## config.mk

```make
export PLATFORM = sky130hd
export DESIGN_NAME = taxi_pcie_us_cfg_mgmt_arb
export DESIGN_NICKNAME = d
export VERILOG_FILES = /design/src/rtl/taxi_pcie_us_cfg_mgmt_arb.sv
export SDC_FILE = /design/constraint.sdc
export NUM_CORES = 1
export LEC_CHECK = 0
export CAP_MARGIN = 10
export CORE_MARGIN = 5
export CORE_UTILIZATION = 45
export CTS_BUF_LIST = sky130_fd_sc_hd__clkbuf_8
export DETAILED_ROUTE_END_ITERATION = 8
export GPL_ROUTABILITY_DRIVEN = 1
export PLACE_DENSITY = 0.87
export SLEW_MARGIN = 20
export SYNTH_ARGS = -nofsm -noshare
export SYNTH_HDL_FRONTEND = slang
export SYNTH_SLANG_ARGS = --single-unit
```

## constraint.sdc

```tcl
create_clock -name clk -period 4.3 [get_ports clk]
set_input_delay 0.43 -clock clk [delete_from_list [all_inputs] [get_ports clk]]
set_output_delay 0.43 -clock clk [all_outputs]
set_load 0.02 [all_outputs]
```

## src/rtl/taxi_pcie_us_cfg_mgmt_arb.sv

```systemverilog
// Round-robin arbiter sharing one UltraScale PCIe cfg_mgmt port among PORTS requesters.
// One access in flight at a time; a hung access is aborted after TIMEOUT strobe cycles.
module taxi_pcie_us_cfg_mgmt_arb #(
  parameter  int PORTS    = 2,
  parameter  int TIMEOUT  = 256,
  localparam int CL_PORTS = (PORTS > 1) ? $clog2(PORTS) : 1
) (
  input  logic                  clk,
  input  logic                  rst_n,
  input  logic [PORTS*10-1:0]   req_addr,
  input  logic [PORTS*8-1:0]    req_function_number,
  input  logic [PORTS-1:0]      req_write,
  input  logic [PORTS*32-1:0]   req_write_data,
  input  logic [PORTS*4-1:0]    req_byte_enable,
  input  logic [PORTS-1:0]      req_read,
  output logic [31:0]           req_read_data,
  output logic [PORTS-1:0]      req_done,
  output logic [PORTS-1:0]      req_err,
  output logic                  busy,
  output logic [CL_PORTS-1:0]   grant,
  output logic [9:0]            cfg_mgmt_addr,
  output logic [7:0]            cfg_mgmt_function_number,
  output logic                  cfg_mgmt_write,
  output logic [31:0]           cfg_mgmt_write_data,
  output logic [3:0]            cfg_mgmt_byte_enable,
  output logic                  cfg_mgmt_read,
  input  logic [31:0]           cfg_mgmt_read_data,
  input  logic                  cfg_mgmt_read_write_done
);

  localparam int CNT_W = (TIMEOUT > 1) ? $clog2(TIMEOUT) : 1;
  localparam logic [PORTS-1:0] PORT_ONE = PORTS'(1'b1);

  typedef enum logic [1:0] {
    ST_IDLE   = 2'd0,
    ST_ACTIVE = 2'd1,
    ST_DONE   = 2'd2
  } state_t;

  state_t              state_q;
  logic [CNT_W-1:0]    cnt_q;
  logic [CL_PORTS-1:0] last_q;
  logic [CL_PORTS-1:0] grant_q;
  logic                busy_q;
  logic [PORTS-1:0]    req_done_q;
  logic [PORTS-1:0]    req_err_q;
  logic [31:0]         rdata_q;
  logic [9:0]          cfg_addr_q;
  logic [7:0]          cfg_fn_q;
  logic                cfg_write_q;
  logic                cfg_read_q;
  logic [31:0]         cfg_wdata_q;
  logic [3:0]          cfg_be_q;

  logic [PORTS-1:0]    pending_d;
  logic [CL_PORTS-1:0] pick_d;
  logic                found_d;
  logic                hit_d;
  int                  cand_d;
  int                  sel_d;
  logic                expire_d;

  // Round-robin search for the first pending port after the last one granted
  always_comb begin
    pending_d = req_read | req_write;
    pick_d    = last_q;
    found_d   = 1'b0;
    hit_d     = 1'b0;
    cand_d    = 0;
    for (int i = 0; i < PORTS; i++) begin
      cand_d  = int'(last_q) + 1 + i;
      cand_d  = (cand_d >= PORTS) ? (cand_d - PORTS) : cand_d;
      hit_d   = !found_d && pending_d[cand_d];
      pick_d  = hit_d ? CL_PORTS'(cand_d) : pick_d;
      found_d = found_d | hit_d;
    end
    sel_d    = int'(pick_d);
    expire_d = (TIMEOUT > 0) && (cnt_q == CNT_W'(TIMEOUT - 1));
  end

  // Arbitration / access FSM with all outputs registered
  always_ff @(posedge clk or negedge rst_n) begin
    if (!rst_n) begin
      state_q     <= ST_IDLE;
      cnt_q       <= '0;
      last_q      <= CL_PORTS'(PORTS - 1);
      grant_q     <= '0;
      busy_q      <= 1'b0;
      req_done_q  <= '0;
      req_err_q   <= '0;
      rdata_q     <= 32'h0000_0000;
      cfg_addr_q  <= 10'h000;
      cfg_fn_q    <= 8'h00;
      cfg_write_q <= 1'b0;
      cfg_read_q  <= 1'b0;
      cfg_wdata_q <= 32'h0000_0000;
      cfg_be_q    <= 4'h0;
    end else begin
      case (state_q)
        ST_IDLE: begin
          req_done_q <= '0;
          req_err_q  <= '0;
          cnt_q      <= '0;
          if (found_d) begin
            grant_q     <= pick_d;
            last_q      <= pick_d;
            busy_q      <= 1'b1;
            cfg_addr_q  <= req_addr[sel_d*10 +: 10];
            cfg_fn_q    <= req_function_number[sel_d*8 +: 8];
            cfg_wdata_q <= req_write_data[sel_d*32 +: 32];
            cfg_be_q    <= req_byte_enable[sel_d*4 +: 4];
            // Write takes precedence when both read and write are raised
            cfg_write_q <= req_write[sel_d];
            cfg_read_q  <= ~req_write[sel_d];
            state_q     <= ST_ACTIVE;
          end else begin
            busy_q  <= 1'b0;
            state_q <= ST_IDLE;
          end
        end
        ST_ACTIVE: begin
          if (cfg_mgmt_read_write_done) begin
            cfg_write_q <= 1'b0;
            cfg_read_q  <= 1'b0;
            rdata_q     <= cfg_write_q ? 32'h0000_0000 : cfg_mgmt_read_data;
            req_done_q  <= PORT_ONE << grant_q;
            req_err_q   <= '0;
            state_q     <= ST_DONE;
          end else if (expire_d) begin
            cfg_write_q <= 1'b0;
            cfg_read_q  <= 1'b0;
            rdata_q     <= 32'hFFFF_FFFF;
            req_done_q  <= PORT_ONE << grant_q;
            req_err_q   <= PORT_ONE << grant_q;
            state_q     <= ST_DONE;
          end else begin
            cnt_q   <= cnt_q + CNT_W'(1);
            state_q <= ST_ACTIVE;
          end
        end
        ST_DONE: begin
          // No arbitration here, so the finishing port's dropped request is never re-granted
          req_done_q <= '0;
          req_err_q  <= '0;
          cnt_q      <= '0;
          busy_q     <= 1'b0;
          state_q    <= ST_IDLE;
        end
        default: begin
          cfg_write_q <= 1'b0;
          cfg_read_q  <= 1'b0;
          req_done_q  <= '0;
          req_err_q   <= '0;
          cnt_q       <= '0;
          busy_q      <= 1'b0;
          state_q     <= ST_IDLE;
        end
      endcase
    end
  end

  assign req_read_data            = rdata_q;
  assign req_done                 = req_done_q;
  assign req_err                  = req_err_q;
  assign busy                     = busy_q;
  assign grant                    = grant_q;
  assign cfg_mgmt_addr            = cfg_addr_q;
  assign cfg_mgmt_function_number = cfg_fn_q;
  assign cfg_mgmt_write           = cfg_write_q;
  assign cfg_mgmt_write_data      = cfg_wdata_q;
  assign cfg_mgmt_byte_enable     = cfg_be_q;
  assign cfg_mgmt_read            = cfg_read_q;

endmodule

```

## Word level (Yosys, flattened, before mapping)

Cells that the tools add are included.

| storage, ports and cells | value |
|---|---|
| output and inout port bits | 94 |
| logic and storage cells | 84 |
| flip-flop bits (word level) | 105 |

| cells by class | value |
|---|---|
| bitwise operators | 4 |
| multipliers | 1 |
| order comparisons | 5 |
| add/sub/neg operators | 5 |
| reductions and logical operators | 8 |
| equality and inequality tests | 7 |
| muxes and demuxes | 35 |
| shift-type cells | 5 |

Operators with widths:

| kind | number |
|---|---|
| 32-bit two-way mux | 5 |
| 32-bit by 3-bit less-than comparator with 1-bit output (second input constant) | 2 |
| 64-bit by 7-bit indexed part select with 32-bit output | 1 |
| 32-bit by 3-bit greater-or-equal comparator with 1-bit output (second input constant) | 1 |
| 32-bit by 3-bit subtractor with 32-bit output (second input constant) | 1 |
| 8-bit two-way mux | 3 |
| 20-bit by 6-bit indexed part select with 10-bit output | 1 |
| 1-bit two-way mux | 16 |
| 16-bit by 5-bit indexed part select with 8-bit output | 1 |
| 2-bit two-way mux | 7 |
| 8-bit by 1-bit adder with 8-bit output (second input constant) | 1 |
| 8-bit == test (second input constant) | 1 |
| 8-bit by 4-bit indexed part select with 4-bit output | 1 |
| 2-bit != test (second input constant) | 3 |
| 1-bit case mux with 3 select lines | 2 |
| 2-bit AND reduction | 3 |
| 1-bit by 3-bit multiplier with 4-bit output (second input constant) | 1 |
| 2-bit case mux with 2 select lines | 1 |
| 3-bit by 2-bit subtractor with 4-bit output (second input constant) | 1 |
| 2-bit by 1-bit adder with 3-bit output (second input constant) | 1 |
| 3-bit by 2-bit greater-or-equal comparator with 1-bit output (second input constant) | 1 |
| 3-bit != test (second input constant) | 1 |
| 3-bit AND reduction | 1 |
| 1-bit by 1-bit adder with 2-bit output (second input constant) | 1 |
| 12 further kinds | 13 |

## Longest topological paths before layout

| logic depth | value |
|---|---|
| depth after elaboration | 14 |
| mapped depth | 7 |
| depth with buffers taken out | 5 |

## Worst setup path after synthesis

Ideal clock, no wire load.

| timing path | value |
|---|---|
| path kind | reg2reg |
| start | reg cnt_q[0] |
| end | reg rdata_q[10] (netlist: req_read_data[10]) |
| arrival time | 1.406 ns |
| setup time | 0.073 ns |
| path slack | 2.821 ns |
| stages on the path, launching flop included | 8 |
| required time | 4.227 ns |
| path through | dfrtp_1 ha_1 nand4_1 o21a_1 buf_6 nor2_8 buf_6 a2bb2oi_2 |

| on the way | value |
|---|---|
| word-level cells in the longest chain between the ends | 3 |

RTL lines:

| item | line | source |
|---|---|---|
| from (decl) | 41 | `logic [CNT_W-1:0] cnt_q;` |
| from (signal assigned) | 137 | `cnt_q <= cnt_q + CNT_W'(1);` |
| 8-bit == test | 78 | `expire_d = (TIMEOUT > 0) && (cnt_q == CNT_W'(TIMEOUT - 1));` |
| 2-bit nonzero test (no source line) | -- |  |
| 2-bit AND reduction (no source line) | -- |  |
| to (signal assigned) | 125 | `rdata_q <= cfg_write_q ? 32'h0000_0000 : cfg_mgmt_read_data;` |
| to (decl) | 47 | `logic [31:0] rdata_q;` |

Every way passes these cells.
A chain may end at the register's enable or synchronous reset.

## Final worst setup path

| timing path | value |
|---|---|
| start | reg cfg_write_q (netlist: cfg_mgmt_write) |
| end | out cfg_mgmt_write |

RTL lines:

| item | line | source |
|---|---|---|
| from (decl) | 50 | `logic cfg_write_q;` |
| from (signal assigned) | 113 | `cfg_write_q <= req_write[sel_d];` |
| to (decl) | 23 | `output logic cfg_mgmt_write,` |

No word-level cell between the ends.

==> results.toml <==
[placement]
gp_congestion = 0.856
place_hpwl_um = 10500
portBuffers = 240

[synthesis]
synth-xor-area-share_pct = 0.176
ys_types = 39
yosysTopAreaCellShare_pct = 52.2
synthAdderAreaFrac_pct = 0.251
synth_area_um2 = 4990
syn_inst = 436
muxShareOfSynthArea_pct = 11.2
yosys-top-cells-area = "dfrtp_1, mux2i_1, a2bb2oi_2"
synth-simple-area-share_pct = 13.1
ys_seq_area_share_pct = 52.7
synth_top_family_by_area = "compound AO/OA/AOI/OAI gates"
dominantRegCellSynth = "dfrtp_1"
syn-num-nets = 584
synth_edf_count = 0
async_reset_ff_share_pct = 100
ys_seq_elements = 105
synth.avg_cell_area_um2 = 11.4
yosys_warnings = 0
synth-compound-area-share_pct = 17.9
yosys.area.top_type = "dfrtp_1"

[worst_hold_path]
hold_path.class = "in2async"

[worst_setup_path]
path_buf_inv = 1
crit_slowest_cell = "dfrtp_1"
crit_required_ns = 3.87
cp_cell_sequence = "clkdlybuf4s50_1"
worstSetupPathType = "reg2out"
startpoint_type = "flip-flop"
crit_family = "flip-flops"
r2r_start = "cnt_q[0]"
critical_path_peak_fanout = 35
crit_cells = 1
rr_worst_depth = 5
timing.rr.end = "req_read_data[2]"
cp-startpoint = "cfg_mgmt_write"
cp.arrival_ns = 2.02
cp-end-kind = "output port"
max_stage_delay_ns = 0.92
r2r_setup_slack_ns = 2.08

[grt]
grt_pass1_vias = 4324
grt_overflow = 0
antenna_found_initial = 0
grt_pass1_wl_um = 21300
grt.total_usage_pct = 20.2
grt_max_degree = 111

[power_and_ir_drop]
ir_drop_uv = 444
p_sw_share_pct = 40.3
clockPowerShare_pct = 11.1
p_sw_uw = 2160
p_int_uw = 3200
powerDensity_nw_per_um2 = 707
p_comb_share_pct = 55.6
p_seq_share_pct = 33.3
p_leak_uw = 0.00322

[layout]
multi_input_area_um2 = 2150
fin_nets = 808
syn_to_final_growth_pct = 52.2
fillCellCount = 799
seq_area_um2 = 2630
drive_gt1_share_pct = 8.42
diodes = 0

[sta]
setup_viol_count_final = 0
drv_slew = 0
fin_worst_skew_ns = 0.0188
worst_pin_slew_ns = 1.02
hold_violations = 0
fin_tns_setup_ns = 0
rsz0062_at_grt = "no"
layout_min_cycle_time_ns = 2.45
fmax_ghz = 0.408
min_period_over_period_pct = 57.0
relSlewSlack_pct = 32.1
holdWs_ns = 0.130

[detailed_routing]
first_iter_violations = 162
wl_per_cell_um = 17.0
firstDrtPassIters = 4
drc = 0
via_per_inst = 5.12
detail-route-antenna-nets = 0
wl_um = 13700
via_count = 4120

[floorplan]
core_um2 = 10800
die_area_um2 = 13300
die_h_um = 115
start_util_pct = 46.0
boundaryPins = 241
die_w_um = 115
rows = 38

[clock_network]
cts_setup_buffers = 0
root_buffer = "clkbuf_8"
clockBufferDepth = 2
clock_latency_ns = 0.35
cts_resized = 0
path_clk_slew_ns = 0.10
clock-sinks = 105
hold_buffers = 0
cts_tree = "built"
cts_made_buffers = 9
htreeDepth = 3

[run_status]
status = "finished clean"

[job]
maxCapViolCount = 0
-- power by group through the flow --
stage	Sequential [µW]	Combinational (µW)	Clock, µW
finish	1780	2980	598
global placement	1770	2930	0
global route	1850	3200	659
CTS	1790	3020	617
floorplan	2270	1290	0
detailed placement	1800	3010	0
-- synthesized netlist by cell type, types with 2 or more instances --
master	n
clkbuf_1	4
a2bb2oi_2	29
a21oi_1	6
nand2b_1	34
buf_4	8
o21ai_0	7
dfrtp_1	104
mux2i_1	56
nand3_1	11
a2bb2oi_1	3
and3_1	2
buf_2	10
o21ai_1	58
nor2b_1	3
nor2_1	7
nand2_1	62
buf_6	9
nor3_1	2
-- cell usage in the layout, fill, tap and decap left out, types with 2 or more instances in the layout --
cell	instances
clkdlybuf4s50_1	239
dfrtp_1	104
nand2_1	62
o21ai_1	58
mux2i_1	56
nand2b_1	34
a2bb2oi_2	29
nand3_1	11
clkbuf_8	9
o21ai_0	7
nor2_1	7
a21oi_1	6
buf_4	4
nor2b_1	3
a2bb2oi_1	3
and3_1	2
nor3_1	2
inv_6	2
inv_1	2
clkinvlp_4	2
-- stage by stage --
stage | power (µW) | cells | setup WS, ns | util [%] | instance area, µm²
after CTS | 5420 | 804 | 1.80 | 69.8 | 7570
after detailed placement | 4810 | 788 | 1.67 | 68.1 | 7380
final | 5360 | 805 | 1.85 | 70.0 | 7590
after global routing | 5710 | 805 | 1.70 | 70.0 | 7590
after floorplan | 3560 | 436 | 2.82 | - | 4990
after global placement | 4700 | 788 | 1.74 | 68.1 | 7380
-- layout make-up --
cell class                      instances  share of cell area, %
Inverter                                1                 0.0494
Multi-Input combinational cell        299                   28.3
Sequential cell                       105                   34.6
Clock buffer                            9                   1.63
Timing Repair Buffer                  244                   32.2
Clock inverter                          7                  0.923
Tap cell                              140                   2.31
-- worst max path at each step --
stage / end / slack (ns)
after floorplan: req_read_data[10] / 2.82
after global placement: cfg_mgmt_write_data[28] / 1.74
after detailed placement: cfg_mgmt_write_data[28] / 1.67
after CTS: cfg_mgmt_write / 1.80
after global routing: cfg_mgmt_write / 1.70
final: cfg_mgmt_write / 1.85
-- per-layer routing --
layer / wire length, µm / global-route usage [%] / part of all wire [%]
met4: 149 / 5.09 / 1.1
met2: 6980 / 36.6 / 51
met3: 1380 / 6.79 / 10
met5: 0 / 0 / 0
met1: 5150 / 22.7 / 38
-- logic make-up (layout without fill, tap and decap cells) --
family                     Yosys count  count (layout)
AOI/OAI and AO/OA                  112             112
xor gates and xnor gates             1               1
adders and majority gates            1               1
buffers and inverters               32             261
DFF                                105             105
muxes                               56              56
and+or+nand+nor                    129             129
-- sequential cells by signal, summed over array words and instances, names as in the netlist, 2 cells and up --
register / cells
cnt_q: 8
req_done: 2
req_read_data: 32
cfg_mgmt_byte_enable: 4
cfg_mgmt_write_data: 32
state_q: 2
req_err: 2
cfg_mgmt_function_number: 8
cfg_mgmt_addr: 10
No activity file was read; power rests on OpenSTA's default activity.
